--- config.mk ---
export PLATFORM = sky130hd
export DESIGN_NAME = game_state_ctrl_flat
export DESIGN_NICKNAME = d
export VERILOG_FILES = /design/src/rtl/game_state_if.sv /design/src/rtl/game_state_ctrl.sv /design/src/flat_wrapper.sv
export SDC_FILE = /design/constraint.sdc
export NUM_CORES = 1
export LEC_CHECK = 0
export CAP_MARGIN = 20
export CORE_ASPECT_RATIO = 1.4
export CORE_MARGIN = 5
export CORE_UTILIZATION = 45
export DETAILED_ROUTE_END_ITERATION = 7
export PLACE_DENSITY = 0.81
export SYNTH_ARGS = -nofsm -noshare
export SYNTH_HDL_FRONTEND = slang
export SYNTH_SLANG_ARGS = --single-unit
--- constraint.sdc ---
create_clock -name clk -period 2.5 [get_ports clk]
set_input_delay 0.5 -clock clk [delete_from_list [all_inputs] [get_ports clk]]
set_output_delay 0.5 -clock clk [all_outputs]
set_load 0.05 [all_outputs]
--- src/rtl/game_state_if.sv ---
// Signal bundle between the game-state controller and the rest of the game:
// cursor, character and combat status in, screen state and control strobes out.
interface game_state_if;
   logic [11:0] mouse_x;
   logic [11:0] mouse_y;
   logic        mouse_left;
   logic [1:0]  char_class;
   logic [3:0]  player_hp;
   logic        boss_dead;
   logic        vblnk;
   logic        pause_key;
   logic [1:0]  game_active;
   logic        paused;
   logic        game_reset;
   logic        start_hover;

   modport master (
      output mouse_x, mouse_y, mouse_left, char_class, player_hp, boss_dead,
             vblnk, pause_key,
      input  game_active, paused, game_reset, start_hover
   );

   modport slave (
      input  mouse_x, mouse_y, mouse_left, char_class, player_hp, boss_dead,
             vblnk, pause_key,
      output game_active, paused, game_reset, start_hover
   );
endinterface

--- src/rtl/game_state_ctrl.sv ---
// Top-level game screen sequencer: menu -> play -> lose/win -> menu.
// Optional pause support is compiled in with macro GAME_PAUSE_EN.
//
// state  | meaning
// S_MENU | title screen, waiting for a start click with a class chosen
// S_PLAY | game running
// S_LOSE | game-over screen held for END_FRAMES frames or until a click
// S_WIN  | win screen held for END_FRAMES frames or until a click
module game_state_ctrl #(
   parameter int unsigned START_X    = 472,
   parameter int unsigned START_Y    = 300,
   parameter int unsigned START_W    = 80,
   parameter int unsigned START_H    = 32,
   parameter int unsigned END_FRAMES = 180
) (
   input  logic         clk,
   input  logic         rst,
   game_state_if.slave  bus
);

   typedef enum logic [1:0] {
      S_MENU = 2'd0,
      S_PLAY = 2'd1,
      S_LOSE = 2'd2,
      S_WIN  = 2'd3
   } state_t;

   localparam int unsigned CNT_W = (END_FRAMES > 255) ? $clog2(END_FRAMES + 1) : 8;
   localparam logic [11:0] X_LO = 12'(START_X);
   localparam logic [11:0] X_HI = 12'(START_X + START_W);
   localparam logic [11:0] Y_LO = 12'(START_Y);
   localparam logic [11:0] Y_HI = 12'(START_Y + START_H);

   state_t             state_q, state_d;
   logic [CNT_W-1:0]   cnt_q, cnt_d;
   logic               arm_q;
   logic               mouse_left_q;
   logic               vblnk_q;
   logic               game_reset_q, game_reset_d;
   logic               start_hover_q, start_hover_d;
   logic               click;
   logic               frame_tick;
   logic               in_region;
   logic               hold_play;

   // arm_q masks edges on the first cycle after reset so a button held
   // through reset release is captured as a level, not seen as a click.
   assign click      = arm_q & bus.mouse_left & ~mouse_left_q;
   assign frame_tick = arm_q & bus.vblnk & ~vblnk_q;
   assign in_region  = (bus.mouse_x >= X_LO) && (bus.mouse_x < X_HI) &&
                       (bus.mouse_y >= Y_LO) && (bus.mouse_y < Y_HI);

`ifdef GAME_PAUSE_EN
   logic pause_key_q;
   logic paused_q, paused_d;
   logic pause_edge;

   assign pause_edge = arm_q & bus.pause_key & ~pause_key_q;
   assign hold_play  = paused_q;

   always_ff @(posedge clk or posedge rst) begin
      if (rst) begin
         pause_key_q <= 1'b0;
         paused_q    <= 1'b0;
      end else begin
         pause_key_q <= bus.pause_key;
         paused_q    <= paused_d;
      end
   end

   always_comb begin
      paused_d = 1'b0;
      if (state_q == S_PLAY && state_d == S_PLAY)
         paused_d = paused_q ^ pause_edge;
   end

   assign bus.paused = paused_q;
`else
   wire unused_pause_key = bus.pause_key;

   assign hold_play  = 1'b0;
   assign bus.paused = 1'b0;
`endif

   always_ff @(posedge clk or posedge rst) begin
      if (rst) begin
         state_q       <= S_MENU;
         cnt_q         <= '0;
         arm_q         <= 1'b0;
         mouse_left_q  <= 1'b0;
         vblnk_q       <= 1'b0;
         game_reset_q  <= 1'b0;
         start_hover_q <= 1'b0;
      end else begin
         state_q       <= state_d;
         cnt_q         <= cnt_d;
         arm_q         <= 1'b1;
         mouse_left_q  <= bus.mouse_left;
         vblnk_q       <= bus.vblnk;
         game_reset_q  <= game_reset_d;
         start_hover_q <= start_hover_d;
      end
   end

   always_comb begin
      state_d = state_q;
      cnt_d   = cnt_q;
      case (state_q)
         S_MENU: begin
            if (click && in_region && bus.char_class != 2'd0)
               state_d = S_PLAY;
         end
         S_PLAY: begin
            // LOSE is checked first so a simultaneous death and boss kill loses.
            if (!hold_play && bus.player_hp == 4'd0) begin
               state_d = S_LOSE;
               cnt_d   = CNT_W'(END_FRAMES);
            end else if (!hold_play && bus.boss_dead) begin
               state_d = S_WIN;
               cnt_d   = CNT_W'(END_FRAMES);
            end
         end
         default: begin
            // cnt_q <= 1 also covers END_FRAMES == 0: leave on the first tick.
            if (click) begin
               state_d = S_MENU;
               cnt_d   = '0;
            end else if (frame_tick) begin
               if (cnt_q <= CNT_W'(1)) begin
                  state_d = S_MENU;
                  cnt_d   = '0;
               end else begin
                  cnt_d = cnt_q - CNT_W'(1);
               end
            end
         end
      endcase
   end

   always_comb begin
      game_reset_d  = (state_q == S_MENU) && (state_d == S_PLAY);
      start_hover_d = (state_d == S_MENU) && in_region && (bus.char_class != 2'd0);
   end

   assign bus.game_active = state_q;
   assign bus.game_reset  = game_reset_q;
   assign bus.start_hover = start_hover_q;

endmodule

--- src/flat_wrapper.sv ---
// flat-port wrapper written by rule: the top's interface ports become plain ports
module game_state_ctrl_flat 
#(
   parameter int unsigned START_X    = 472,
   parameter int unsigned START_Y    = 300,
   parameter int unsigned START_W    = 80,
   parameter int unsigned START_H    = 32,
   parameter int unsigned END_FRAMES = 180
)
  (clk, rst, bus_mouse_x, bus_mouse_y, bus_mouse_left, bus_char_class, bus_player_hp, bus_boss_dead, bus_vblnk, bus_pause_key, bus_game_active, bus_paused, bus_game_reset, bus_start_hover);
  game_state_if bus_i ();
  input  logic clk;
  input  logic rst;
  input wire logic [$bits(bus_i.mouse_x)-1:0] bus_mouse_x;
  input wire logic [$bits(bus_i.mouse_y)-1:0] bus_mouse_y;
  input wire logic [$bits(bus_i.mouse_left)-1:0] bus_mouse_left;
  input wire logic [$bits(bus_i.char_class)-1:0] bus_char_class;
  input wire logic [$bits(bus_i.player_hp)-1:0] bus_player_hp;
  input wire logic [$bits(bus_i.boss_dead)-1:0] bus_boss_dead;
  input wire logic [$bits(bus_i.vblnk)-1:0] bus_vblnk;
  input wire logic [$bits(bus_i.pause_key)-1:0] bus_pause_key;
  output wire logic [$bits(bus_i.game_active)-1:0] bus_game_active;
  output wire logic [$bits(bus_i.paused)-1:0] bus_paused;
  output wire logic [$bits(bus_i.game_reset)-1:0] bus_game_reset;
  output wire logic [$bits(bus_i.start_hover)-1:0] bus_start_hover;
  assign bus_i.mouse_x = bus_mouse_x;
  assign bus_i.mouse_y = bus_mouse_y;
  assign bus_i.mouse_left = bus_mouse_left;
  assign bus_i.char_class = bus_char_class;
  assign bus_i.player_hp = bus_player_hp;
  assign bus_i.boss_dead = bus_boss_dead;
  assign bus_i.vblnk = bus_vblnk;
  assign bus_i.pause_key = bus_pause_key;
  assign bus_game_active = bus_i.game_active;
  assign bus_paused = bus_i.paused;
  assign bus_game_reset = bus_i.game_reset;
  assign bus_start_hover = bus_i.start_hover;
  game_state_ctrl #(.START_X(START_X), .START_Y(START_Y), .START_W(START_W), .START_H(START_H), .END_FRAMES(END_FRAMES)) u_core (.clk(clk), .rst(rst), .bus(bus_i));
endmodule
* Word level (Yosys, flattened, before mapping)
Cells that the tools add are included.
Operators by class: $add $sub $neg 1, multiply operators 0, divide/modulo/power cells 0, magnitude comparators 5, equal/unequal tests 3, shifts and indexed selects 0, multiplexer cells 13, bitwise gates (word level) 7, reduce and logical (&&, ||, !) cells 14
Operator list (count):
- $mux 8 | 5
- $ge 12x9->1 const B | 2
- $pmux 8 s2 | 1
- $lt 12x10->1 const B | 1
- $lt 12x9->1 const B | 1
- $mux 2 | 6
- $le 8x1->1 const B | 1
- $logic_and 1x1->1 | 8
- $sub 8x1->8 const B | 1
- $and 1x1->1 | 4
- $eq 2x1->1 const B | 2
- $logic_not 2->1 | 2
- $logic_not 4->1 | 1
- $pmux 2 s2 | 1
- $ne 3x2->1 const B | 1
- $not 1->1 | 3
- $reduce_and 3->1 | 1
- $reduce_bool 3->1 | 1
- $reduce_bool 2->1 | 1
Storage, ports and cells: register bits 15, bits in latches 0, RAM bits 0, memory bits (read-only) 0, input bits 36, output and inout port bits 5, word-level logic and storage cells 50, memories kept 0

* Depth between registers and ports, before layout
Gate-level depths: netlist of the first run.
word-level depth 11, gate-level depth with buffers 6, depth with buffers taken out 6

* Worst setup path after synthesis of the first run
Ideal clock, no wire load.
path kind input port to flip-flop, start in bus_player_hp[1], end reg u_core.cnt_q[3], setup time 0.138 ns, arrival time 1.523 ns, required time 2.362 ns, path slack 0.840 ns, cell stages on the path 5, path buffers 1, cells stage by stage or4_4 a21oi_2 or2_1 buf_6 o221ai_1
Between the ends: cells in the longest elaborated chain, start to end 3, elaborated cells on any way between the ends 5, those cells by class 1 x eq/ne; 2 x mux; 2 x reduce/logical
Ends and longest elaborated chain:
- start, declared | RTL line flat_wrapper.sv:18 | input wire logic [$bits(bus_i.player_hp)-1:0] bus_player_hp;
- $logic_not 4->1 (*) | RTL line game_state_ctrl.sv:115 | if (!hold_play && bus.player_hp == 4'd0) begin
- $ne 3x2->1 (no line) / $mux 8 (equally long branches)
- $reduce_and 3->1 (no line) / $pmux 8 s2 (equally long branches)
- end signal, assigned | RTL line game_state_ctrl.sv:96 | cnt_q <= cnt_d;
- end, declared | RTL line game_state_ctrl.sv:35 | logic [CNT_W-1:0] cnt_q, cnt_d;
Mark *: on every way between the ends. The rest lies on a longest branch, timed or not. A chain may end at the register's enable or synchronous reset.

* Worst setup path in the final report of the first run
start reg u_core.state_q[1], in the netlist u_core.bus.game_active[1], end out bus_game_active[1]
RTL lines:
- start, declared | RTL line game_state_ctrl.sv:34 | state_t state_q, state_d;
- start signal, assigned | RTL line game_state_ctrl.sv:95 | state_q <= state_d;
- end, declared | RTL line flat_wrapper.sv:22 | output wire logic [$bits(bus_i.game_active)-1:0] bus_game_active;
No word-level cell between the ends.

==> load_flow_metrics.sql, run 1 <==
INSERT INTO impl_metrics (metric_group, metric, value, unit) VALUES
('synthesis', 'synth-simple-area-share', '0.279', ''),
('critical_path', 'setup.reg_to_reg.worst_slack', '660', 'ps'),
('layout', 'antenna_cells_inserted', '0', ''),
('synthesis', 'ys_warn_count', '0', ''),
('critical_path', 'reg2regPathDepth', '6', ''),
('synthesis', 'ys_seq_area_frac', '0.388', ''),
('synthesis', 'synth_xor_xnor_area_share', '0', ''),
('outcome', 'status', 'finished, final reports clean', ''),
('detailed_routing', 'detail_route.wl_per_cell', '15.0', 'um'),
('job', 'maxCapViolations', '0', ''),
('clocking', 'post_cts.resized_instances', '0', ''),
('synthesis', 'syn_nets', '141', ''),
('global_route', 'groute.usage.overall', '0.161', ''),
('detailed_routing', 'post_route_drc_violation_count', '0', ''),
('detailed_routing', 'vias', '926', ''),
('critical_path', 'start_kind', 'flop', ''),
('synthesis', 'avgSynthCellArea', '9.39', 'um2'),
('clocking', 'htreeDepth', '1', ''),
('floorplanning', 'io_pins', '41', ''),
('global_route', 'grt_first_pass_wirelength', '4.08', 'mm'),
('critical_path', 'crit-reg2reg-launch', 'u_core.cnt_q[0]$_DFFE_PP0P_', ''),
('detailed_routing', 'detailed_route_wire_length', '2.39', 'mm'),
('clocking', 'post-cts-setup-buffers', '0', ''),
('layout', 'most_frequent_standard_cell_in_the_layout_excluding_fill_and_tap_cells', 'sky130_fd_sc_hd__clkdlybuf4s50_1', ''),
('power', 'design_power_total', '482', 'uW'),
('floorplanning', 'die-area', '0.00319', 'mm2'),
('timing', 'final.period_utilization', '0.817', ''),
('layout', 'fin_area', '0.00132', 'mm2'),
('floorplanning', 'die_height', '64.9', 'um'),
('synthesis', 'instance_count_of_the_mapped_netlist', '103', ''),
('synthesis', 'synthMuxAreaShare', '0', ''),
('clocking', 'worstSkewPairLatency', '280', 'ps'),
('timing', 'count_of_endpoints_failing_hold_in_the_final_timing_report', '0', ''),
('detailed_routing', 'vias_per_cell', '5.82', ''),
('critical_path', 'path_delay_family', 'buffers and inverters', ''),
('timing', 'tightestPinTransition', '555', 'ps'),
('placement', 'dpl_cell_area', '0.00129', 'mm2'),
('floorplanning', 'starting_density_of_the_core', '0.455', ''),
('hold_path', 'holdCritPathClass', 'in -> async', ''),
('layout', 'synthToLayoutAreaGrowth', '36.0', '%'),
('timing', 'final.setup.tns', '0', 'ps'),
('global_route', 'grt_max_degree', '16', ''),
('critical_path', 'critical_path.slowest_cell', 'sky130_fd_sc_hd__clkdlybuf4s50_1', ''),
('synthesis', 'synth_top_family_by_area', 'simple AND/OR/NAND/NOR gates', ''),
('timing', 'setup_viol', '0', ''),
('timing', 'fmax', '489', 'MHz'),
('clocking', 'cts_tree', 'yes', ''),
('clocking', 'cts_made_buffers', '3', ''),
('timing', 'max_slew_margin', '0.630', ''),
('layout', 'nets', '176', ''),
('synthesis', 'yosys.area_share.adder', '0.0259', ''),
('critical_path', 'r2r_end', 'u_core.cnt_q[2]$_DFFE_PP0P_', ''),
('power', 'power.leakage', '0.579', 'nW'),
('detailed_routing', 'remaining_antenna_violation_count_after_routing', '0', ''),
('floorplanning', 'fp.coreArea', '0.00213', 'mm2'),
('global_route', 'grt_pass1_vias', '923', ''),
('timing', 'period_minus_ws_final', '2040', 'ps'),
('clocking', 'max-clock-path-buffers', '2', ''),
('critical_path', 'crit_path_max_fanout', '6', ''),
('floorplanning', 'die_width', '49.2', 'um'),
('synthesis', 'synth_compound_gate_area_share', '0.226', ''),
('critical_path', 'slowest_delay', '830', 'ps'),
('clocking', 'numClockSinks', '15', ''),
('floorplanning', 'num_rows', '20', ''),
('synthesis', 'ys_ff_latch', '15', ''),
('detailed_routing', 'detailedRoute.firstPassIterationCount', '4', ''),
('power', 'pwr_density_cell', '367', 'mW/mm2'),
('layout', 'fillerInstances', '175', ''),
('global_route', 'grt_antenna_before_repair', '0', ''),
('placement', 'weighted_congestion_reported_at_the_end_of_routability_driven_placement', '0.880', ''),
('clocking', 'clkTransAtPathRegs', '80', 'ps');
[cell type report]
cell class | instances | area (um2) | share of cell area
well taps | 22 | 27.5 | 0.0209
clock buffers | 4 | 26.3 | 0.0200
multi-input cells | 77 | 522 | 0.397
inverters | 7 | 26.3 | 0.0200
flip-flops and latches | 15 | 375 | 0.285
repair buffers | 34 | 338 | 0.257
[per-stage QoR]
| step | hold WS [ps] | worst slack [ps] | util | instances |
|---|---|---|---|---|
| 2_1_floorplan | 401 | 840 | - | 103 |
| 3_3_place_gp | 546 | 334 | 0.606 | 155 |
| 3_5_place_dp | 579 | 300 | 0.606 | 155 |
| 4_1_cts | 585 | 449 | 0.618 | 159 |
| 5_1_grt | 610 | 385 | 0.618 | 159 |
| 6_report | 561 | 457 | 0.618 | 159 |
[state kept, by name (all words and copies together) (netlist names)]
signal	count
u_core.mouse_left_q	1
u_core.bus.game_active	2
u_core.arm_q	1
u_core.cnt_q	8
u_core.bus.start_hover	1
u_core.bus.game_reset	1
u_core.vblnk_q	1
[logic make-up after synthesis]
| group | after synthesis |
|---|---|
| fa+ha+maj | 2 |
| buf+inv | 11 |
| compound gates | 27 |
| flops | 15 |
| other cells | 2 |
| simple gates | 46 |
[worst reg2reg max path: stages, from the launching register on]
cell	delay, ps
sky130_fd_sc_hd__dfrtp_1	450
sky130_fd_sc_hd__inv_1	130
sky130_fd_sc_hd__ha_1	310
sky130_fd_sc_hd__nor2_1	120
sky130_fd_sc_hd__o31a_4	380
sky130_fd_sc_hd__nand2b_4	180
sky130_fd_sc_hd__o2111a_1	150
[power breakdown]
part	internal [mW]	total [mW]	switching [mW]
Sequential	0.250	0.258	0.00828
Clock	0.0620	0.134	0.0720
Combinational	0.0556	0.0907	0.0351
Total	0.367	0.482	0.115
[layer usage]
layer	share of wire	wire, um	vias to the layer above	track usage
li1	-	-	449	-
met1	0.39	927	442	0.178
met2	0.53	1250	30	0.282
met3	0.071	169	5	0.0414
met4	0.014	34	0	0.0707
met5	0	0	-	0
[Yosys cell counts]
master,n,area [um2]
sky130_fd_sc_hd__a2111oi_0,1,8.76
sky130_fd_sc_hd__a211oi_1,2,15.0
sky130_fd_sc_hd__a21boi_0,1,7.51
sky130_fd_sc_hd__a21oi_1,4,20.0
sky130_fd_sc_hd__a21oi_2,2,17.5
sky130_fd_sc_hd__a21oi_4,1,16.3
sky130_fd_sc_hd__a311oi_1,1,8.76
sky130_fd_sc_hd__and3_1,2,12.5
sky130_fd_sc_hd__and4b_1,1,10.0
sky130_fd_sc_hd__buf_4,1,7.51
sky130_fd_sc_hd__buf_6,2,22.5
sky130_fd_sc_hd__clkbuf_8,1,13.8
sky130_fd_sc_hd__conb_1,2,7.51
sky130_fd_sc_hd__dfrtp_1,15,375
sky130_fd_sc_hd__ha_1,2,25.0
sky130_fd_sc_hd__inv_1,7,26.3
sky130_fd_sc_hd__nand2_1,6,22.5
sky130_fd_sc_hd__nand2b_1,3,18.8
sky130_fd_sc_hd__nand2b_4,1,13.8
sky130_fd_sc_hd__nand3_1,3,15.0
sky130_fd_sc_hd__nand3b_1,1,7.51
sky130_fd_sc_hd__nand4_1,5,31.3
sky130_fd_sc_hd__nand4b_1,2,17.5
sky130_fd_sc_hd__nor2_1,11,41.3
sky130_fd_sc_hd__nor3_1,3,15.0
sky130_fd_sc_hd__nor3b_1,1,7.51
sky130_fd_sc_hd__nor4_1,2,12.5
sky130_fd_sc_hd__o2111a_1,1,11.3
sky130_fd_sc_hd__o211a_1,2,20.0
sky130_fd_sc_hd__o211ai_1,1,7.51
sky130_fd_sc_hd__o21a_1,2,15.0
sky130_fd_sc_hd__o21ai_0,2,10.0
sky130_fd_sc_hd__o21ai_1,2,10.0
sky130_fd_sc_hd__o221ai_1,2,17.5
sky130_fd_sc_hd__o2bb2ai_1,1,8.76
sky130_fd_sc_hd__o31a_4,1,17.5
sky130_fd_sc_hd__o31ai_1,1,7.51
sky130_fd_sc_hd__or2_1,1,6.26
sky130_fd_sc_hd__or2b_2,1,8.76
sky130_fd_sc_hd__or3_2,1,7.51
sky130_fd_sc_hd__or3_4,1,11.3
sky130_fd_sc_hd__or4_4,1,11.3
[how the worst max path moves through the flow]
stage,to,slack [ps],startpoint,cells past startpoint
floorplan,u_core.cnt_q[3]$_DFFE_PP0P_,840,bus_player_hp[1],5
global placement,u_core.cnt_q[3]$_DFFE_PP0P_,330,bus_player_hp[1],5
detailed placement,u_core.cnt_q[3]$_DFFE_PP0P_,300,bus_player_hp[1],5
CTS,bus_game_active[1],450,u_core.bus.game_active[1]$_DFF_PP0_,1
global route,bus_game_active[1],390,u_core.bus.game_active[1]$_DFF_PP0_,1
finish,bus_game_active[1],460,u_core.bus.game_active[1]$_DFF_PP0_,1
No activity file was read; power rests on OpenSTA's default activity.
==> run 2: changes to the inputs <==
- CORE_UTILIZATION: 45 -> 42
- PLACE_DENSITY: 0.81 -> 0.76
- clock period: 2.5 -> 2.14 ns (I/O delays scaled with it)
==> load_flow_metrics.sql, run 2 (same netlist as run 1, synthesis figures left out) <==
INSERT INTO impl_metrics (metric_group, metric, value, unit) VALUES
('outcome', 'status', 'finished, final reports clean', ''),
('placement', 'dpl_cell_area', '0.00130', 'mm2'),
('floorplanning', 'num_rows', '20', ''),
('global_route', 'grt_pass1_vias', '923', ''),
('global_route', 'grt_antenna_before_repair', '0', ''),
('detailed_routing', 'detailedRoute.firstPassIterationCount', '4', ''),
('clocking', 'worstSkewPairLatency', '280', 'ps'),
('global_route', 'grt_max_degree', '16', ''),
('floorplanning', 'die_width', '50.6', 'um'),
('timing', 'maxSlewViolCount', '0', ''),
('power', 'pwr_density_cell', '426', 'mW/mm2'),
('layout', 'antenna_cells_inserted', '0', ''),
('timing', 'tightestPinTransition', '561', 'ps'),
('timing', 'final.setup.tns', '0', 'ps'),
('critical_path', 'start_kind', 'flop', ''),
('timing', 'worst_hold_slack', '486', 'ps'),
('critical_path', 'path_class', 'reg -> out', ''),
('power', 'total_switching_power', '137', 'uW'),
('clocking', 'numClockSinks', '15', ''),
('placement', 'io_buffers', '33', ''),
('power', 'sequentialPowerShare', '0.531', ''),
('detailed_routing', 'vias_per_cell', '5.69', ''),
('power', 'p_comb_frac', '0.188', ''),
('critical_path', 'crit_path_max_fanout', '6', ''),
('detailed_routing', 'detailed_route_wire_length', '2.45', 'mm'),
('clocking', 'post_cts.resized_instances', '0', ''),
('job', 'maxCapViolations', '0', ''),
('clocking', 'post-cts-setup-buffers', '0', ''),
('timing', 'max_slew_margin', '0.626', ''),
('placement', 'hpwlAfterDp', '1.99', 'mm'),
('critical_path', 'critical_path.slowest_cell', 'sky130_fd_sc_hd__clkdlybuf4s50_1', ''),
('power', 'p_sw_frac', '0.242', ''),
('critical_path', 'cp_data_required_time', '1710', 'ps'),
('detailed_routing', 'drt-initial-drc-count', '14', ''),
('floorplanning', 'starting_density_of_the_core', '0.439', ''),
('placement', 'weighted_congestion_reported_at_the_end_of_routability_driven_placement', '0.821', ''),
('power', 'design_power_total', '566', 'uW'),
('placement', 'pre_cts_setup_slack', '38.7', 'ps'),
('power', 'power.clock.fraction', '0.281', ''),
('critical_path', 'worstPathCellList', 'clkdlybuf4s50_1', ''),
('layout', 'final_layout_size_suffix_gt1_frac', '0.108', ''),
('detailed_routing', 'post_route_drc_violation_count', '0', ''),
('timing', 'rsz0062_at_grt', 'no', ''),
('layout', 'nets', '178', ''),
('critical_path', 'crit_cells', '1', ''),
('layout', 'post_layout_cell_count', '161', ''),
('layout', 'most-common-layout-cells', 'sky130_fd_sc_hd__clkdlybuf4s50_1 (33), sky130_fd_sc_hd__dfrtp_1 (15), sky130_fd_sc_hd__nor2_1 (11)', ''),
('timing', 'count_of_endpoints_failing_hold_in_the_final_timing_report', '0', ''),
('timing', 'fin_skew', '6.12', 'ps'),
('timing', 'setup_viol', '0', ''),
('placement', 'place.detailed.instances', '157', ''),
('global_route', 'grt_first_pass_wirelength', '4.05', 'mm'),
('power', 'power.leakage', '0.590', 'nW'),
('power', 'int_pwr', '429', 'uW'),
('clocking', 'postCtsHoldBufs', '0', ''),
('critical_path', 'cp_data_arrival_time', '1560', 'ps'),
('timing', 'setup_ws', '156', 'ps'),
('clocking', 'htreeDepth', '1', ''),
('timing', 'fmax', '504', 'MHz'),
('floorplanning', 'fp.coreArea', '0.00220', 'mm2'),
('global_route', 'globalRoute.totalOverflow', '0', ''),
('critical_path', 'setup.worst_path.end_class', 'primary output', ''),
('layout', 'largest_register_ffs', '8', ''),
('clocking', 'cts_made_buffers', '3', ''),
('floorplanning', 'die_height', '66.8', 'um'),
('clocking', 'clkTransAtPathRegs', '90', 'ps'),
('layout', 'register_with_the_most_flip_flops', 'u_core.cnt_q', ''),
('clocking', 'max-clock-path-buffers', '2', ''),
('clocking', 'root_buffer', 'sky130_fd_sc_hd__clkbuf_4', ''),
('detailed_routing', 'vias', '916', ''),
('timing', 'period_minus_ws_final', '1980', 'ps'),
('hold_path', 'holdCritPathClass', 'in -> async', ''),
('critical_path', 'cp.buffers_inverters', '1', ''),
('layout', 'fin_area', '0.00133', 'mm2'),
('critical_path', 'slowest_delay', '830', 'ps'),
('floorplanning', 'die-area', '0.00338', 'mm2'),
('detailed_routing', 'remaining_antenna_violation_count_after_routing', '0', ''),
('floorplanning', 'io_pins', '41', ''),
('clocking', 'cts_tree', 'yes', ''),
('timing', 'final.period_utilization', '0.927', ''),
('critical_path', 'path_delay_family', 'buffers and inverters', ''),
('critical_path', 'reg2regPathDepth', '6', ''),
('layout', 'postLayoutCoreUtil', '0.604', ''),
('layout', 'synthToLayoutAreaGrowth', '37.5', '%'),
('global_route', 'groute.usage.overall', '0.152', ''),
('detailed_routing', 'detail_route.wl_per_cell', '15.2', 'um'),
('layout', 'most_frequent_standard_cell_in_the_layout_excluding_fill_and_tap_cells', 'sky130_fd_sc_hd__clkdlybuf4s50_1', ''),
('power', 'worst_voltage_drop_across_the_vdd_grid', '395', 'uV');
## run 2: layer usage
metal	vias up	global-route usage	part of all wire
met5	-	0	0
met4	0	0.0479	0.013
met3	4	0.0358	0.10
met2	40	0.278	0.50
met1	425	0.168	0.39
li1	447	-	-
## run 2: power by group through the flow
| stage | Sequential [mW] | Clock, mW | Combinational (mW) |
|---|---|---|---|
| after floorplan | 0.304 | 0 | 0.0458 |
| after global placement | 0.306 | 0 | 0.103 |
| after global routing | 0.303 | 0.173 | 0.115 |
| after CTS | 0.300 | 0.163 | 0.107 |
| after detailed placement | 0.306 | 0 | 0.107 |
| final | 0.300 | 0.159 | 0.106 |
## run 2: path summary, 6_finish.rpt
check,start,to,slack [ps]
max in group asynchronous,rst,u_core.cnt_q[3]$_DFFE_PP0P_,1280
min in group clk,u_core.cnt_q[7]$_DFFE_PP0P_,u_core.cnt_q[7]$_DFFE_PP0P_,580
worst min register to register,u_core.cnt_q[7]$_DFFE_PP0P_,u_core.cnt_q[7]$_DFFE_PP0P_,580
worst min-delay path,rst,u_core.mouse_left_q$_DFF_PP0_,490
worst max register to register,u_core.cnt_q[0]$_DFFE_PP0P_,u_core.cnt_q[2]$_DFFE_PP0P_,380
worst max-delay path,u_core.bus.game_active[1]$_DFF_PP0_,bus_game_active[1],160
## run 2: cell type report
cell class / instances / area [um2]
Fill cell: 188 / 872
Timing Repair Buffer: 36 / 353
Multi-Input combinational cell: 77 / 522
Inverter: 7 / 26.3
Sequential cell: 15 / 375
Tap cell: 22 / 27.5
Clock buffer: 4 / 26.3
==> run 3: changes to the inputs <==
--- a/config.mk
+++ b/config.mk
@@ -7,3 +7,2 @@
 export LEC_CHECK = 0
-export CAP_MARGIN = 20
 export CORE_ASPECT_RATIO = 1.4
--- a/constraint.sdc
+++ b/constraint.sdc
@@ -3,2 +3,2 @@
 set_output_delay 0.428 -clock clk [all_outputs]
-set_load 0.05 [all_outputs]
+set_load 0.1 [all_outputs]
==> load_flow_metrics.sql, run 3 (same netlist as run 1, synthesis figures left out) <==
INSERT INTO impl_metrics (metric_group, metric, value, unit) VALUES
('critical_path', 'reg2regPathDepth', '6', ''),
('timing', 'fmax', '558', 'MHz'),
('layout', 'most-common-layout-cells', 'sky130_fd_sc_hd__clkdlybuf4s50_1 (29), sky130_fd_sc_hd__dfrtp_1 (15), sky130_fd_sc_hd__nor2_1 (11)', ''),
('floorplanning', 'die-area', '0.00338', 'mm2'),
('clocking', 'cts_made_buffers', '3', ''),
('detailed_routing', 'remaining_antenna_violation_count_after_routing', '0', ''),
('clocking', 'max-clock-path-buffers', '2', ''),
('detailed_routing', 'detail_route.wl_per_cell', '15.6', 'um'),
('placement', 'place.detailed.instances', '157', ''),
('timing', 'fin_skew', '3.74', 'ps'),
('floorplanning', 'die_width', '50.6', 'um'),
('detailed_routing', 'detailedRoute.firstPassIterationCount', '4', ''),
('critical_path', 'setup.worst_path.end_class', 'flop', ''),
('critical_path', 'slowest_delay', '560', 'ps'),
('timing', 'worst_hold_slack', '481', 'ps'),
('detailed_routing', 'vias', '930', ''),
('critical_path', 'crit-reg2reg-launch', 'u_core.cnt_q[0]$_DFFE_PP0P_', ''),
('critical_path', 'cp_data_arrival_time', '1960', 'ps'),
('global_route', 'grt_pass1_vias', '926', ''),
('critical_path', 'crit_path_max_fanout', '6', ''),
('critical_path', 'r2r_end', 'u_core.bus.game_active[0]$_DFF_PP0_', ''),
('placement', 'dpl_cell_area', '0.00129', 'mm2'),
('global_route', 'grt_max_degree', '16', ''),
('placement', 'pre_cts_setup_slack', '18.7', 'ps'),
('layout', 'post_layout_cell_count', '161', ''),
('layout', 'fillerInstances', '207', ''),
('timing', 'count_of_endpoints_failing_hold_in_the_final_timing_report', '0', ''),
('clocking', 'post-cts-setup-buffers', '0', ''),
('power', 'pwr_density_cell', '439', 'mW/mm2'),
('timing', 'final.period_utilization', '0.837', ''),
('timing', 'final.setup.tns', '0', 'ps'),
('timing', 'setup_ws', '348', 'ps'),
('floorplanning', 'num_rows', '20', ''),
('critical_path', 'path_delay_family', 'simple AND/OR/NAND/NOR gates', ''),
('clocking', 'htreeDepth', '1', ''),
('critical_path', 'cp.buffers_inverters', '1', ''),
('detailed_routing', 'detailed_route_wire_length', '2.51', 'mm'),
('detailed_routing', 'post_route_drc_violation_count', '0', ''),
('timing', 'max_slew_margin', '0.612', ''),
('global_route', 'groute.usage.overall', '0.155', ''),
('timing', 'period_minus_ws_final', '1790', 'ps'),
('layout', 'final_layout_size_suffix_gt1_frac', '0.137', ''),
('clocking', 'root_buffer', 'sky130_fd_sc_hd__clkbuf_4', ''),
('critical_path', 'critical_path.slowest_cell', 'sky130_fd_sc_hd__or4_4', ''),
('floorplanning', 'die_height', '66.8', 'um'),
('power', 'design_power_total', '580', 'uW'),
('timing', 'setup_viol', '0', ''),
('layout', 'fin_area', '0.00132', 'mm2'),
('job', 'maxCapViolations', '0', ''),
('timing', 'rsz0062_at_grt', 'no', ''),
('global_route', 'grt_first_pass_wirelength', '3.98', 'mm'),
('clocking', 'postCtsHoldBufs', '0', ''),
('floorplanning', 'starting_density_of_the_core', '0.439', ''),
('timing', 'tightestPinTransition', '581', 'ps'),
('layout', 'register_with_the_most_flip_flops', 'u_core.cnt_q', ''),
('placement', 'hpwlAfterDp', '2.00', 'mm'),
('clocking', 'post_cts.resized_instances', '0', ''),
('critical_path', 'worstPathCellList', 'clkdlybuf4s50_1 > or4_4 > a21oi_2 > or2_1 > o221ai_1', ''),
('critical_path', 'path_class', 'in -> reg', ''),
('layout', 'synthToLayoutAreaGrowth', '36.5', '%'),
('timing', 'maxSlewViolCount', '0', ''),
('power', 'worst_voltage_drop_across_the_vdd_grid', '400', 'uV'),
('global_route', 'grt_antenna_before_repair', '0', ''),
('placement', 'io_buffers', '33', ''),
('floorplanning', 'io_pins', '41', ''),
('layout', 'most_frequent_standard_cell_in_the_layout_excluding_fill_and_tap_cells', 'sky130_fd_sc_hd__clkdlybuf4s50_1', ''),
('detailed_routing', 'vias_per_cell', '5.78', ''),
('layout', 'nets', '178', ''),
('clocking', 'worstSkewPairLatency', '300', 'ps'),
('outcome', 'status', 'finished, final reports clean', ''),
('hold_path', 'holdCritPathClass', 'in -> async', ''),
('placement', 'weighted_congestion_reported_at_the_end_of_routability_driven_placement', '0.854', ''),
('clocking', 'numClockSinks', '15', ''),
('clocking', 'cts_tree', 'yes', ''),
('critical_path', 'start_kind', 'primary input', ''),
('power', 'power.leakage', '0.599', 'nW'),
('detailed_routing', 'drt-initial-drc-count', '11', ''),
('critical_path', 'setup.reg_to_reg.worst_slack', '370', 'ps'),
('global_route', 'globalRoute.totalOverflow', '0', ''),
('layout', 'postLayoutCoreUtil', '0.599', ''),
('floorplanning', 'fp.coreArea', '0.00220', 'mm2'),
('layout', 'largest_register_ffs', '8', ''),
('layout', 'antenna_cells_inserted', '0', ''),
('critical_path', 'cp_data_required_time', '2310', 'ps'),
('clocking', 'clkTransAtPathRegs', '90', 'ps');
[run 3: cell types whose count changed in the layout (fill, tap and decap cells not counted)]
cell                              before  now
sky130_fd_sc_hd__clkdlybuf4s50_1      33   29
sky130_fd_sc_hd__buf_4                 3    7
[run 3: worst max path at each step]
stage,end,start,depth (start not counted)
3_3_place_gp,u_core.cnt_q[3]$_DFFE_PP0P_,bus_player_hp[1],5
4_1_cts,u_core.cnt_q[3]$_DFFE_PP0P_,bus_player_hp[1],5
3_5_place_dp,u_core.cnt_q[3]$_DFFE_PP0P_,bus_player_hp[1],5
5_1_grt,u_core.cnt_q[2]$_DFFE_PP0P_,u_core.cnt_q[0]$_DFFE_PP0P_,6
6_report,u_core.cnt_q[3]$_DFFE_PP0P_,bus_player_hp[1],5
2_1_floorplan,u_core.cnt_q[2]$_DFFE_PP0P_,u_core.bus.game_active[1]$_DFF_PP0_,5
[run 3: report_power, final]
part | switching [mW] | internal [mW] | total [mW]
sequential | 0.00944 | 0.292 | 0.301
clock | 0.0958 | 0.0728 | 0.169
combinational | 0.0455 | 0.0649 | 0.110
total | 0.151 | 0.429 | 0.580
[run 3: cell type report]
type                    count  area [um2]  share of cell area
well taps                  22        27.5              0.0209
clock buffers               4        26.3              0.0199
flip-flops and latches     15         375               0.284
multi-input cells          77         522               0.395
repair buffers             36         343               0.260
inverters                   7        26.3              0.0199
[run 3: metal layers]
layer | global-route usage | vias to the layer above | routed length, um
met2 | 0.283 | 40 | 1250
met3 | 0.0447 | 5 | 278
met4 | 0.0927 | 0 | 56
met5 | 0 | - | 0
li1 | - | 448 | -
met1 | 0.148 | 437 | 925
